**config.mk**
```make
export PLATFORM = sky130hd
export DESIGN_NAME = dma_burst_splitter
export DESIGN_NICKNAME = d
export VERILOG_FILES = /design/src/rtl/dma_pkg.sv /design/src/rtl/dma_burst_calc.sv /design/src/rtl/dma_burst_splitter.sv
export SDC_FILE = /design/constraint.sdc
export NUM_CORES = 1
export LEC_CHECK = 0
export BUFFER_PORTS_ARGS = -buffer_cell sky130_fd_sc_hd__buf_4
export CORE_AREA = 2 2 169 171
export CTS_CLUSTER_DIAMETER = 150
export DETAILED_ROUTE_END_ITERATION = 8
export DIE_AREA = 0 0 171 173
export PLACE_DENSITY = 0.79
export SYNTH_ARGS = -nofsm -noshare
export SYNTH_HDL_FRONTEND = slang
export SYNTH_SLANG_ARGS = --single-unit
```
**constraint.sdc**
```tcl
create_clock -name AXI_ACLK -period 16 [get_ports AXI_ACLK]
set_clock_uncertainty 0.05 [all_clocks]
set_input_delay 0.8 -clock AXI_ACLK [delete_from_list [all_inputs] [get_ports AXI_ACLK]]
set_output_delay 0.8 -clock AXI_ACLK [all_outputs]
set_load 0.05 [all_outputs]
```
**src/rtl/dma_pkg.sv**
```systemverilog
// Shared types and constants for the DMA command-generation stage.
package dma_pkg;

  localparam logic [1:0] BURST_INCR = 2'b01;
  localparam int unsigned BOUNDARY_4K = 4096;

  typedef enum logic [1:0] {
    IDLE,
    CALC,
    ISSUE
  } state_e;

  function automatic int unsigned max_size(
    input int unsigned strb_wd
  );
    int unsigned s;
    s = 0;
    for (int unsigned i = 0; i < 8; i++) begin
      if ((32'd1 << i) <= strb_wd) s = i;
    end
    return s;
  endfunction

endpackage

```
**src/rtl/dma_burst_calc.sv**
```systemverilog
// Beats for the next burst: min of remaining, room to the
// next 4 KB boundary, and the per-burst beat limit.
module dma_burst_calc
  import dma_pkg::*;
#(
  parameter int AXI_ADDR_WD = 32,
  parameter int MAX_BEATS   = 256
) (
  input  logic [AXI_ADDR_WD-1:0] addr_i,
  input  logic [2:0]             size_i,
  input  logic [AXI_ADDR_WD-1:0] rem_i,
  output logic [AXI_ADDR_WD-1:0] beats_o
);

  logic [AXI_ADDR_WD-1:0] span;
  logic [AXI_ADDR_WD-1:0] b4k;
  logic [AXI_ADDR_WD-1:0] lim;

  assign span = AXI_ADDR_WD'(BOUNDARY_4K)
              - {{(AXI_ADDR_WD-12){1'b0}}, addr_i[11:0]};
  assign b4k  = span >> size_i;
  assign lim  = AXI_ADDR_WD'(MAX_BEATS);

  always_comb begin
    beats_o = rem_i;
    if (b4k < beats_o) beats_o = b4k;
    if (lim < beats_o) beats_o = lim;
  end

endmodule

```
**src/rtl/dma_burst_splitter.sv**
```systemverilog
// Splits one transfer descriptor into AXI INCR burst commands
// that respect the beat limit and never cross 4 KB.
module dma_burst_splitter
  import dma_pkg::*;
#(
  parameter int AXI_ID_WD   = 2,
  parameter int AXI_ADDR_WD = 32,
  parameter int AXI_STRB_WD = 4,
  parameter int MAX_BEATS   = 256
) (
  input  logic                   AXI_ACLK,
  input  logic                   AXI_ARESET,
  input  logic                   desc_valid,
  input  logic [AXI_ADDR_WD-1:0] desc_addr,
  input  logic [AXI_ID_WD-1:0]   desc_id,
  input  logic [2:0]             desc_size,
  input  logic [AXI_ADDR_WD-1:0] desc_bytes,
  output logic                   desc_ready,
  output logic                   desc_done,
  output logic                   desc_err,
  output logic                   cmd_valid,
  output logic [AXI_ADDR_WD-1:0] cmd_addr,
  output logic [AXI_ID_WD-1:0]   cmd_id,
  output logic [1:0]             cmd_burst,
  output logic [2:0]             cmd_size,
  output logic [AXI_ADDR_WD-1:0] cmd_len,
  input  logic                   cmd_ready,
  input  logic                   cmd_abort
);

  localparam int AW = AXI_ADDR_WD;
  localparam logic [2:0] MAX_SZ =
    3'(max_size(AXI_STRB_WD));

  state_e state_q, state_d;
  logic [AW-1:0] addr_q, addr_d;
  logic [AW-1:0] rem_q, rem_d;
  logic [AW-1:0] beats_q, beats_d;
  logic [AW-1:0] caddr_q, caddr_d;
  logic [AW-1:0] clen_q, clen_d;
  logic [AXI_ID_WD-1:0] id_q, id_d;
  logic [2:0] size_q, size_d;
  logic done_q, done_d;
  logic err_q, err_d;

  logic [AW-1:0] calc_beats;
  logic [AW-1:0] mask;
  logic bad;
  logic last_hs;

  dma_burst_calc #(
    .AXI_ADDR_WD(AXI_ADDR_WD),
    .MAX_BEATS  (MAX_BEATS)
  ) u_calc (
    .addr_i (addr_q),
    .size_i (size_q),
    .rem_i  (rem_q),
    .beats_o(calc_beats)
  );

  assign mask = (AW'(1) << desc_size) - AW'(1);
  assign bad  = (desc_size > MAX_SZ)
              | (|(desc_addr & mask))
              | (|(desc_bytes & mask));

  // Final handshake completes the descriptor in the same cycle.
  assign last_hs = (state_q == ISSUE) & cmd_ready
                 & ~cmd_abort & (rem_q == beats_q);

  assign desc_ready = (state_q == IDLE);
  assign cmd_valid  = (state_q == ISSUE);
  assign desc_done  = done_q | last_hs;
  assign desc_err   = err_q;
  assign cmd_addr   = caddr_q;
  assign cmd_len    = clen_q;
  assign cmd_id     = id_q;
  assign cmd_size   = size_q;
  assign cmd_burst  = BURST_INCR;

  always_comb begin
    state_d = state_q;
    addr_d  = addr_q;
    rem_d   = rem_q;
    beats_d = beats_q;
    caddr_d = caddr_q;
    clen_d  = clen_q;
    id_d    = id_q;
    size_d  = size_q;
    done_d  = 1'b0;
    err_d   = 1'b0;
    case (state_q)
      IDLE: begin
        if (desc_valid) begin
          addr_d = desc_addr;
          id_d   = desc_id;
          size_d = desc_size;
          rem_d  = desc_bytes >> desc_size;
          if (bad) begin
            err_d = 1'b1;
          end else if (desc_bytes == '0) begin
            done_d = 1'b1;
          end else begin
            state_d = CALC;
          end
        end
      end
      CALC: begin
        if (cmd_abort) begin
          err_d   = 1'b1;
          rem_d   = '0;
          state_d = IDLE;
        end else begin
          beats_d = calc_beats;
          clen_d  = calc_beats - AW'(1);
          caddr_d = addr_q;
          state_d = ISSUE;
        end
      end
      ISSUE: begin
        if (cmd_abort) begin
          err_d   = 1'b1;
          rem_d   = '0;
          state_d = IDLE;
        end else if (cmd_ready) begin
          addr_d  = addr_q + (beats_q << size_q);
          rem_d   = rem_q - beats_q;
          state_d = (rem_q == beats_q) ? IDLE : CALC;
        end
      end
      default: state_d = IDLE;
    endcase
  end

  always_ff @(posedge AXI_ACLK) begin
    if (AXI_ARESET) begin
      state_q <= IDLE;
      addr_q  <= '0;
      rem_q   <= '0;
      beats_q <= '0;
      caddr_q <= '0;
      clen_q  <= '0;
      id_q    <= '0;
      size_q  <= '0;
      done_q  <= 1'b0;
      err_q   <= 1'b0;
    end else begin
      state_q <= state_d;
      addr_q  <= addr_d;
      rem_q   <= rem_d;
      beats_q <= beats_d;
      caddr_q <= caddr_d;
      clen_q  <= clen_d;
      id_q    <= id_d;
      size_q  <= size_d;
      done_q  <= done_d;
      err_q   <= err_d;
    end
  end

endmodule

```
==> run metrics, run 1 <==
hpwl dp 31500 um; Critical Path AT 6.22 ns; IO Count about 150; H-tree Lvls 4; Syn Nets between 1500 and 2000; antenna viol nets, final 0; Worst setup SP type flop; worst hold start cmd_addr[12]; Global Route met3 Usage 0.0414; Resized Gates After CTS 0; Max Clk Rate 0.169 GHz; VDD IR-drop max 0.0664 mV; clk sinks about 170; Buffers on Ports 146; initial core utilization 0.493; Largest delay share family, worst path compound AO/OA/AOI/OAI gates; first-pass GRT wire length 66600 um; share of cells above drive strength 1 0.143; drc violations 0; commonest cells after routing, fill and taps aside nand2_1, a21oi_1, dfxtp_1; vias in the first global route 12300; cell count after synthesis between 1500 and 2000; Via density 6.09; multi-input logic area 9480 um2; R2R setup slack between 10 and 15 ns; Final period util 0.371; Crit path largest cell delay 0.74 ns; GRT Util Overall 0.280; outcome finished clean; Async SR Flop Fraction 0; slew margin rel. 0.205; Tightest Hold Check Type reg -> reg; Post-Route WL 42400 um; unrepaired setup endpoints after global routing false; first drt pass iteration count 5; Longest Clk Path Bufs 2; Root Driver clkbuf_16; Syn Area/Cell slightly below 8 um2; via count 13500; worst path cell trace inv_1 -> ha_1 -> nor4b_2 -> nand2_1 -> o211ai_1 -> nand3_1 -> a211oi_1 -> ha_1 -> o21ai_0 -> a221oi_1 -> o21ai_2 -> a211oi_4 -> a311o_1 -> o2111a_2 -> o211ai_2 -> ha_1 -> a31oi_1 -> o21ai_0 -> o211a_1; Finished Core Util 0.558; Setup Slack @ Placement 10.18 ns; chip width 171 um; core area 27600 um2; placed cell count 2185; Final Non-Filler Cells 2217; setup violators final 0; GPL Wtd Cong 0.968; Seq/Total Area, Yosys 0.248; Synth top area share 0.248; commonest non-fill, non-tap cell in the layout nand2_1; Yosys reg bits 169; Crit Path Class reg -> reg; setup bufs post-CTS 0; Least-Margin Pin Slew between 1 and 1.5 ns; crit end category flop; GRT Max-Usage Layer met2; FF-to-FF Start addr_q[1]; dominant cell type by area after synthesis dfxtp_1; Final Worst Setup Slack 10.07 ns; Total Neg Setup Slack 0 ns; Worst path slowest cell nor4b_2; post-synth cell types 99; critical path's most frequent cell ha_1; area of the die 29600 um2; Die H 173 um; fillcell total between 2000 and 3000; final net count 1984; Hold Buf Count CTS 0; Register Area ~3400 um2; Synth Flop Type dfxtp_1; largest net degree at the start of global routing between 70 and 80; initial antenna violation count 0; Area contributors post-synth dfxtp_1, mux2i_1, ha_1; TritonCTS clock tree built; M1 GR Usage 0.410; fin crit period 5.93 ns; P_leak 0.00633 uW; EDFF count, synth 0; diode count 0; area grow syn2layout 13.1%; CTS Buf Count 17; number of max-cap violations 0; hold depth 2; Starting DRT DRC Count between 1000 and 1500; GR Util met2 0.433; Syn. warnings 0; CTS clk-pin slew, worst paths 0.08 ns; FF-to-FF path depth 19; aggregate global routing overflow 0; pwr dens about 110 nW/um2; Worst Hold Path EP cmd_addr[12]; Worst Path Max Fanout 13; worst-skew pair later-pin latency 0.45 ns; Final Hold Fails 0; CP required 16.29 ns; row cnt 61; wire per inst 19.1 um; worst path buffer plus inverter count 1; RR Endpoint cmd_len[8]; mapped cell area 13600 um2; max-slew violations 0
[synth_stat cells, types with 6 or more instances]
cell and count:
o21a_1 22, ha_1 82, or4_1 6, o22ai_1 10, mux2i_1 116, or2_2 10, nand3_1 47, a21oi_1 169
o211ai_1 7, and2_1 12, dfxtp_1 169, o31ai_1 6, inv_1 79, mux4_2 20, nor3b_1 6, and3_1 11
buf_1 24, o21bai_1 7, nor3_1 66, a31oi_1 20, nor2b_1 14, a211o_1 6, nor2_1 127, buf_4 10
buf_2 9, or3_1 12, clkbuf_1 73, o21ai_0 135, nand4_1 11, a211oi_1 28, nand2_1 188, a21o_1 42
xor2_1 17, nand2b_1 21, nor4_1 26, o221ai_1 12, xnor2_1 42
[worst reg2reg max path: cells and delay by family, from the launching register on]
| family | cells | cell delay, ns |
|---|---|---|
| buf+inv | 1 | 0.17 |
| compound gates | 12 | 3.29 |
| fa+ha+maj | 3 | 0.87 |
| flops | 1 | 0.41 |
| simple gates | 3 | 1.06 |
[worst max-delay path by stage]
stage	startpoint	end	slack, ns	cells after the start
after floorplan	cmd_size[0]	addr_q[30]	10.53	21
after global placement	addr_q[1]	cmd_len[8]	10.29	19
after detailed placement	addr_q[1]	cmd_len[24]	10.18	21
after CTS	addr_q[1]	cmd_len[24]	10.14	21
after global routing	addr_q[1]	cmd_len[8]	9.54	19
final	addr_q[1]	cmd_len[8]	10.07	19
[area by class of cell]
type / instances / share of cell area
multi-input combinational: 1400 / 0.615
clock buffer: 17 / 0.0276
clock inverter: 15 / 0.0114
inverter: 81 / 0.0197
sequential: 169 / 0.219
timing repair buffer: 157 / 0.0764
tap: 378 / 0.0307
[routing by layer]
layer / up-vias / part of all wire
met5: - / 0
met4: 0 / 0.015
met3: 51 / 0.075
met2: 528 / 0.44
met1: 6339 / 0.47
li1: 6574 / -
[cells by family (layout without fill, tap and decap cells)]
group / count (synthesis) / after routing / share of synthesized area
AND/OR/NAND/NOR: 581 / 581 / 0.206
AO/OA/AOI/OAI: 532 / 532 / 0.246
buffers and inverters: 198 / 270 / 0.0586
flip-flops: 169 / 169 / 0.248
multiplexers: 142 / 142 / 0.124
adder cells (fa/ha/maj): 84 / 84 / 0.0782
XOR/XNOR: 59 / 59 / 0.0379
other: 2 / 2 / 0.000551
[power by group]
part | switching, uW | internal (uW) | leakage, uW
clock | 226 | 212 | 0.000291
combinational | 478 | 300 | 0.00466
sequential | 56.8 | 462 | 0.00138
total | 761 | 973 | 0.00633
[stage by stage]
step,power (uW),hold slack (ns),cell area [um2]
floorplan,1100,0.396,13600
global placement,1280,0.391,14800
detailed placement,1280,0.397,14800
CTS,1720,0.409,15400
global route,1830,0.429,15400
finish,1730,0.406,15400
[registers in the layout (all words and copies together), names as in the netlist]
| register | cells |
|---|---|
| cmd_id | 2 |
| cmd_len | 32 |
| done_q | 1 |
| desc_err | 1 |
| rem_q | 32 |
| beats_q | 32 |
| state_q | 2 |
| cmd_addr | 32 |
| addr_q | 32 |
| cmd_size | 3 |
(Power assumes the default switching activity.)
==> run 2, diff against run 1 <==
--- a/config.mk
+++ b/config.mk
@@ -10,7 +10,7 @@
 export CTS_CLUSTER_DIAMETER = 150
 export DETAILED_ROUTE_END_ITERATION = 8
 export DIE_AREA = 0 0 171 173
-export PLACE_DENSITY = 0.79
+export PLACE_DENSITY = 0.81
 export SYNTH_ARGS = -nofsm -noshare
 export SYNTH_HDL_FRONTEND = slang
 export SYNTH_SLANG_ARGS = --single-unit
==> constraint.sdc (replaced) <==
create_clock -name AXI_ACLK -period 5.1 [get_ports AXI_ACLK]
set_clock_uncertainty 0.05 [all_clocks]
set_input_delay 0.255 -clock AXI_ACLK [delete_from_list [all_inputs] [get_ports AXI_ACLK]]
set_output_delay 0.255 -clock AXI_ACLK [all_outputs]
set_load 0.05 [all_outputs]
==> run metrics, run 2 (synthesis results as in run 1) <==
outcome finished clean (unchanged); RR Endpoint cmd_len[20] (was cmd_len[8]); Max Clk Rate 0.206 GHz (was 0.169 GHz); GPL Wtd Cong 0.940 (was 0.968); Sw Pwr 2370 uW (was 761 uW); Longest Clk Path Bufs 2 (unchanged); antenna viol nets, final 0 (unchanged); commonest cells after routing, fill and taps aside buf_4, nand2_1, a21oi_1 (was nand2_1, a21oi_1, dfxtp_1); Via density 6.12 (was 6.09); unrepaired setup endpoints after global routing false (unchanged); R2R setup slack 0.25 ns (was 10.07 ns); Final Worst Setup Slack 0.252 ns (was 10.07 ns); hold depth 3 (was 2); Seq pwr share 0.288 (was 0.299); critical path's most frequent cell a21o_1 (was ha_1); Least-Margin Pin Slew 1.14 ns (was 1.18 ns); Post-Route WL 43000 um (was 42400 um); hold slack 0.0240 ns (was 0.406 ns); area grow syn2layout 15.8% (was 13.1%); chip width 171 um (unchanged); crit end category flop (unchanged); CTS clk-pin slew, worst paths 0.07 ns (was 0.08 ns); share of cells above drive strength 1 0.169 (was 0.143); hpwl dp 32300 um (was 31500 um); Int Pwr 3190 uW (was 973 uW); Final Hold Fails 0 (unchanged); Crit path largest cell delay 0.51 ns (was 0.74 ns); H-tree Lvls 4 (unchanged); Tightest Hold Check Type in -> reg (was reg -> reg); pwr dens 352 nW/um2 (was 112 nW/um2); worst-skew pair later-pin latency 0.45 ns (about the same); clk sinks 169 (unchanged); Final Non-Filler Cells 2260 (was 2217); core area 27600 um2 (unchanged); FF-to-FF Start addr_q[1] (unchanged); via count 13800 (was 13500); Worst path slowest cell mux4_2 (was nor4b_2); Crit Path Class reg -> reg (unchanged); Worst Path Max Fanout 8 (was 13); Switching Fraction 0.426 (was 0.439); Worst Hold Path EP cmd_id[1] (was cmd_addr[12]); aggregate global routing overflow 0 (unchanged); GRT Util Overall 0.285 (was 0.280); crit path from addr_q[1] (unchanged); Hold Buf Count CTS 0 (unchanged); commonest non-fill, non-tap cell in the layout buf_4 (was nand2_1); combinational power share 0.472 (was 0.449); Die H 173 um (unchanged); worst hold start desc_id[1] (was cmd_addr[12]); fillcell total 2627 (was 2646); Root Driver clkbuf_16 (unchanged); VDD IR-drop max 0.167 mV (was 0.0664 mV); vias in the first global route 13000 (was 12300); drc violations 0 (unchanged); Critical Path AT 5.19 ns (was 6.22 ns); wire per inst 19.0 um (was 19.1 um); TritonCTS clock tree built (unchanged); max-slew violations 0 (unchanged); worst path cell trace inv_1 -> ha_2 -> nor4b_4 -> buf_4 -> and4_1 -> o21ai_0 -> buf_4 -> nand3_1 -> mux4_2 -> ha_1 -> o21ai_0 -> a221oi_2 -> o21ai_2 -> a21o_1 -> a21o_1 -> o2111a_2 -> o211ai_2 -> ha_4 -> nand3_1 -> nor3b_4 -> a21o_1 (was inv_1 -> ha_1 -> nor4b_2 -> nand2_1 -> o211ai_1 -> nand3_1 -> a211oi_1 -> ha_1 -> o21ai_0 -> a221oi_1 -> o21ai_2 -> a211oi_4 -> a311o_1 -> o2111a_2 -> o211ai_2 -> ha_1 -> a31oi_1 -> o21ai_0 -> o211a_1); fin crit period 4.85 ns (was 5.93 ns); CTS Buf Count 17 (unchanged); Clk pwr share 0.241 (was 0.253); first drt pass iteration count 5 (unchanged); final net count 2026 (was 1984); CP required 5.45 ns (was 16.29 ns); Starting DRT DRC Count 1342 (was 1272); Final period util 0.951 (was 0.371); placed cell count 2226 (was 2185); number of max-cap violations 0 (unchanged); Largest delay share family, worst path compound AO/OA/AOI/OAI gates (unchanged); initial core utilization 0.493 (unchanged); Worst setup SP type flop (unchanged); largest net degree at the start of global routing 83 (was 78); Buffers on Ports 146 (unchanged); P_leak 0.00655 uW (was 0.00633 uW); slew margin rel. 0.236 (was 0.205); row cnt 61 (unchanged); worst path buffer plus inverter count 3 (was 1); initial antenna violation count 1 (was 0); FF-to-FF path depth 21 (was 19); Setup Slack @ Placement -0.105 ns (was 10.18 ns); setup violators final 0 (unchanged); area of the die 29600 um2 (unchanged); first-pass GRT wire length 68100 um (was 66600 um); IO Count 149 (unchanged)
## run 2: routing by layer
metal	share of wire	vias up	track usage
li1	-	6640	-
met1	0.45	6529	0.408
met2	0.44	588	0.445
met3	0.083	78	0.0396
met4	0.024	0	0.0787
met5	0	-	0
## run 2: cell type report
| class | instances | area, um2 | area share |
|---|---|---|---|
| clock buffers | 19 | 433 | 0.0274 |
| inverters | 81 | 304 | 0.0193 |
| multi-input cells | 1400 | 9560 | 0.605 |
| flip-flops and latches | 169 | 3390 | 0.215 |
| clock inverters | 13 | 136 | 0.00864 |
| repair buffers | 199 | 1500 | 0.0948 |
| well taps | 378 | 473 | 0.0299 |
| diodes | 1 | 2.50 | 0.000158 |
## run 2: power groups by stage
stage          sequential [uW]  combinational, uW  clock, uW
2_1_floorplan             1650               1790          0
3_3_place_gp              1620               2480          0
3_5_place_dp              1620               2510          0
4_1_cts                   1590               2540       1340
5_1_grt                   1610               2880       1390
6_report                  1600               2620       1340
## run 2: worst max path at each step
stage	to	slack [ns]	depth (start not counted)
final	cmd_len[20]	0.25	21
after global routing	cmd_len[18]	0.006	23
after CTS	cmd_len[20]	0.004	22
after detailed placement	cmd_len[18]	-0.10	20
after global placement	cmd_len[24]	0.08	20
after floorplan	addr_q[30]	0.07	19
## run 2: metrics by stage
step	utilization	instance area (um2)	setup TNS, ns	total power (uW)
finish	0.572	15800	0	5560
global route	0.572	15800	0	5890
global placement	0.547	15100	0	4090
detailed placement	0.547	15100	-0.843	4130
CTS	0.568	15700	0	5470
floorplan	-	13600	0	3440
## run 2: repair_timing
item | 4_1_cts | 5_1_grt
gates resized for setup | 2 | 21
setup endpoints to repair | 14 | 29
gates cloned | 0 | 1
buffers inserted | 0 | 0
pin swaps | 0 | 1
## run 2: worst reg2reg max path, cell delays in order (launching register included)
cell,delay (ns)
dfxtp_2,0.40
inv_1,0.08
ha_2,0.21
nor4b_4,0.14
buf_4,0.18
and4_1,0.18
o21ai_0,0.22
buf_4,0.16
nand3_1,0.10
mux4_2,0.51
ha_1,0.33
o21ai_0,0.11
a221oi_2,0.32
o21ai_2,0.16
a21o_1,0.18
a21o_1,0.22
o2111a_2,0.32
o211ai_2,0.12
ha_4,0.22
nand3_1,0.12
nor3b_4,0.36
a21o_1,0.12
==> run 3, diff against run 2 <==
--- a/config.mk
+++ b/config.mk
@@ -6,11 +6,11 @@
 export NUM_CORES = 1
 export LEC_CHECK = 0
 export BUFFER_PORTS_ARGS = -buffer_cell sky130_fd_sc_hd__buf_4
-export CORE_AREA = 2 2 169 171
+export CORE_AREA = 2 2 188 190
 export CTS_CLUSTER_DIAMETER = 150
 export DETAILED_ROUTE_END_ITERATION = 8
-export DIE_AREA = 0 0 171 173
-export PLACE_DENSITY = 0.81
+export DIE_AREA = 0 0 190 192
+export PLACE_DENSITY = 0.7
 export SYNTH_ARGS = -nofsm -noshare
 export SYNTH_HDL_FRONTEND = slang
 export SYNTH_SLANG_ARGS = --single-unit
==> run metrics, run 3 (synthesis results as in run 1) <==
Least-Margin Pin Slew 0.911 ns (was 1.14 ns); Die H 192 um (was 173 um); setup violators final 0 (unchanged); aggregate global routing overflow 0 (unchanged); area grow syn2layout 17.4% (was 15.8%); fin crit period 4.88 ns (was 4.85 ns); chip width 190 um (was 171 um); antenna viol nets, final 0 (unchanged); Worst path depth 20 (was 21); vias in the first global route 12900 (was 13000); crit path from addr_q[1] (unchanged); hpwl dp 34000 um (was 32300 um); slew margin rel. 0.387 (was 0.236); commonest cells after routing, fill and taps aside buf_4, nand2_1, a21oi_1 (unchanged); Max Clk Rate 0.205 GHz (was 0.206 GHz); first-pass GRT wire length 69300 um (was 68100 um); Root Driver clkbuf_16 (unchanged); worst path cell trace inv_1 -> ha_2 -> or4b_4 -> o31a_1 -> o32a_1 -> o21ai_0 -> and2_1 -> ha_1 -> a21o_1 -> a21o_1 -> a21oi_2 -> and2_4 -> a211oi_4 -> a311o_1 -> o2111a_2 -> o211ai_2 -> ha_4 -> nand3_1 -> nor3b_4 -> a21o_1 (was inv_1 -> ha_2 -> nor4b_4 -> buf_4 -> and4_1 -> o21ai_0 -> buf_4 -> nand3_1 -> mux4_2 -> ha_1 -> o21ai_0 -> a221oi_2 -> o21ai_2 -> a21o_1 -> a21o_1 -> o2111a_2 -> o211ai_2 -> ha_4 -> nand3_1 -> nor3b_4 -> a21o_1); drc violations 0 (unchanged); Total Neg Setup Slack 0 ns (unchanged); hold depth 3 (unchanged); Final Non-Filler Cells 2345 (was 2260); placed cell count 2309 (was 2226); share of cells above drive strength 1 0.177 (was 0.169); FF-to-FF Start addr_q[1] (unchanged); P_leak 0.00660 uW (was 0.00655 uW); via count 13600 (was 13800); Final period util 0.957 (was 0.951); Via density 5.81 (was 6.12); number of max-cap violations 0 (unchanged); critical path's most frequent cell a21o_1 (unchanged); initial core utilization 0.398 (was 0.493); FF-to-FF path depth 20 (was 21); Crit path largest cell delay 0.53 ns (was 0.51 ns); pwr dens 347 nW/um2 (was 352 nW/um2); Worst Path Max Fanout 7 (was 8); CP required 5.45 ns (about the same); Critical Path AT 5.23 ns (was 5.19 ns); initial antenna violation count 0 (was 1); max-slew violations 0 (unchanged); crit end category flop (unchanged); GPL Wtd Cong 0.933 (was 0.940); Tightest Hold Check Type in -> reg (unchanged); VDD IR-drop max 0.257 mV (was 0.167 mV); CTS Buf Count 17 (unchanged); CTS clk-pin slew, worst paths 0.08 ns (was 0.07 ns); H-tree Lvls 4 (unchanged); Starting DRT DRC Count 1055 (was 1342); final instance area 16000 um2 (was 15800 um2); worst-skew pair later-pin latency 0.46 ns (was 0.45 ns); Final Hold Fails 0 (unchanged); row cnt 68 (was 61); TritonCTS clock tree built (unchanged); Largest delay share family, worst path compound AO/OA/AOI/OAI gates (unchanged); worst path buffer plus inverter count 1 (was 3); worst hold start desc_id[0] (was desc_id[1]); wire per inst 18.9 um (was 19.0 um); core area 34300 um2 (was 27600 um2); Buffers on Ports 146 (unchanged); clk sinks 169 (unchanged); first drt pass iteration count 8 (was 5); final net count 2034 (was 2026); Finished Core Util 0.467 (was 0.572); outcome finished clean (unchanged); Post-Route WL 44300 um (was 43000 um); commonest non-fill, non-tap cell in the layout buf_4 (unchanged); placed cell areas 15300 um2 (was 15100 um2); fillcell total 3409 (was 2627); Worst path slowest cell or4b_4 (was mux4_2); Worst setup SP type flop (unchanged); Longest Clk Path Bufs 2 (unchanged); GRT Util Overall 0.241 (was 0.285); area of the die 36500 um2 (was 29600 um2); IO Count 149 (unchanged); Crit Path Class reg -> reg (unchanged); largest net degree at the start of global routing 72 (was 83)
==> run 3: cell types whose count changed in the layout (fill, tap and decap cells not counted), moves of 2 or more <==
cell,before,now
clkinv_8,0,2
buf_4,198,205
inv_8,3,5
clkbuf_1,2,0
dfxtp_2,3,7
dfxtp_1,165,162
==> run 3: metal layers <==
layer,track usage,up-vias,wire [um]
li1,-,6670,-
met1,0.338,6410,20900
met2,0.374,481,19200
met3,0.0451,71,3150
met4,0.0745,0,997
met5,0,-,0
==> run 3: repair_timing <==
item	CTS	global route
pin swaps	1	6
resized for setup	6	19
buffers inserted	0	2
endpoints found under the hold margin	1	0
gates cloned	0	0
hold buffers	1	0
endpoints found under the setup margin	15	29
==> run 3: where the power goes <==
group          switching, uW  internal (uW)
Combinational           1580           1060
Clock                    652            667
Sequential               149           1450
Total                   2380           3180
==> run 3: path summary, 6_finish.rpt <==
kind,end,slack [ns]
hold reg to reg,cmd_addr[20],0.41
setup reg to reg,cmd_len[24],0.22
hold / removal,cmd_id[0],0.03
setup / recovery,cmd_len[24],0.22
==> run 3: final cells by class <==
type | instances | area, um2 | area share
Clock buffer | 18 | 439 | 0.0274
Multi-Input combinational cell | 1400 | 9580 | 0.599
Antenna cell | 1 | 2.50 | 0.000156
Clock inverter | 14 | 149 | 0.00930
Timing Repair Buffer | 207 | 1570 | 0.0980
Sequential cell | 169 | 3390 | 0.212
Inverter | 81 | 304 | 0.0190
Tap cell | 455 | 569 | 0.0356
==> run 3: worst register-to-register path: stages, from the launching register on <==
cell	delay [ns]
dfxtp_2	0.36
inv_1	0.10
ha_2	0.23
or4b_4	0.53
o31a_1	0.30
o32a_1	0.33
o21ai_0	0.25
and2_1	0.19
ha_1	0.24
a21o_1	0.16
a21o_1	0.18
a21oi_2	0.21
and2_4	0.20
a211oi_4	0.06
a311o_1	0.31
o2111a_2	0.20
o211ai_2	0.12
ha_4	0.22
nand3_1	0.12
nor3b_4	0.36
a21o_1	0.13
==> run 3: per-stage QoR <==
stage	setup slack [ns]	power [uW]	hold WS (ns)
4_1_cts	0.0101	5500	0.00322
2_1_floorplan	0.0682	3440	0.352
6_report	0.218	5560	0.0292
3_3_place_gp	0.0424	4130	0.389
5_1_grt	-0.0205	5910	0.0234
3_5_place_dp	-0.0663	4150	0.398
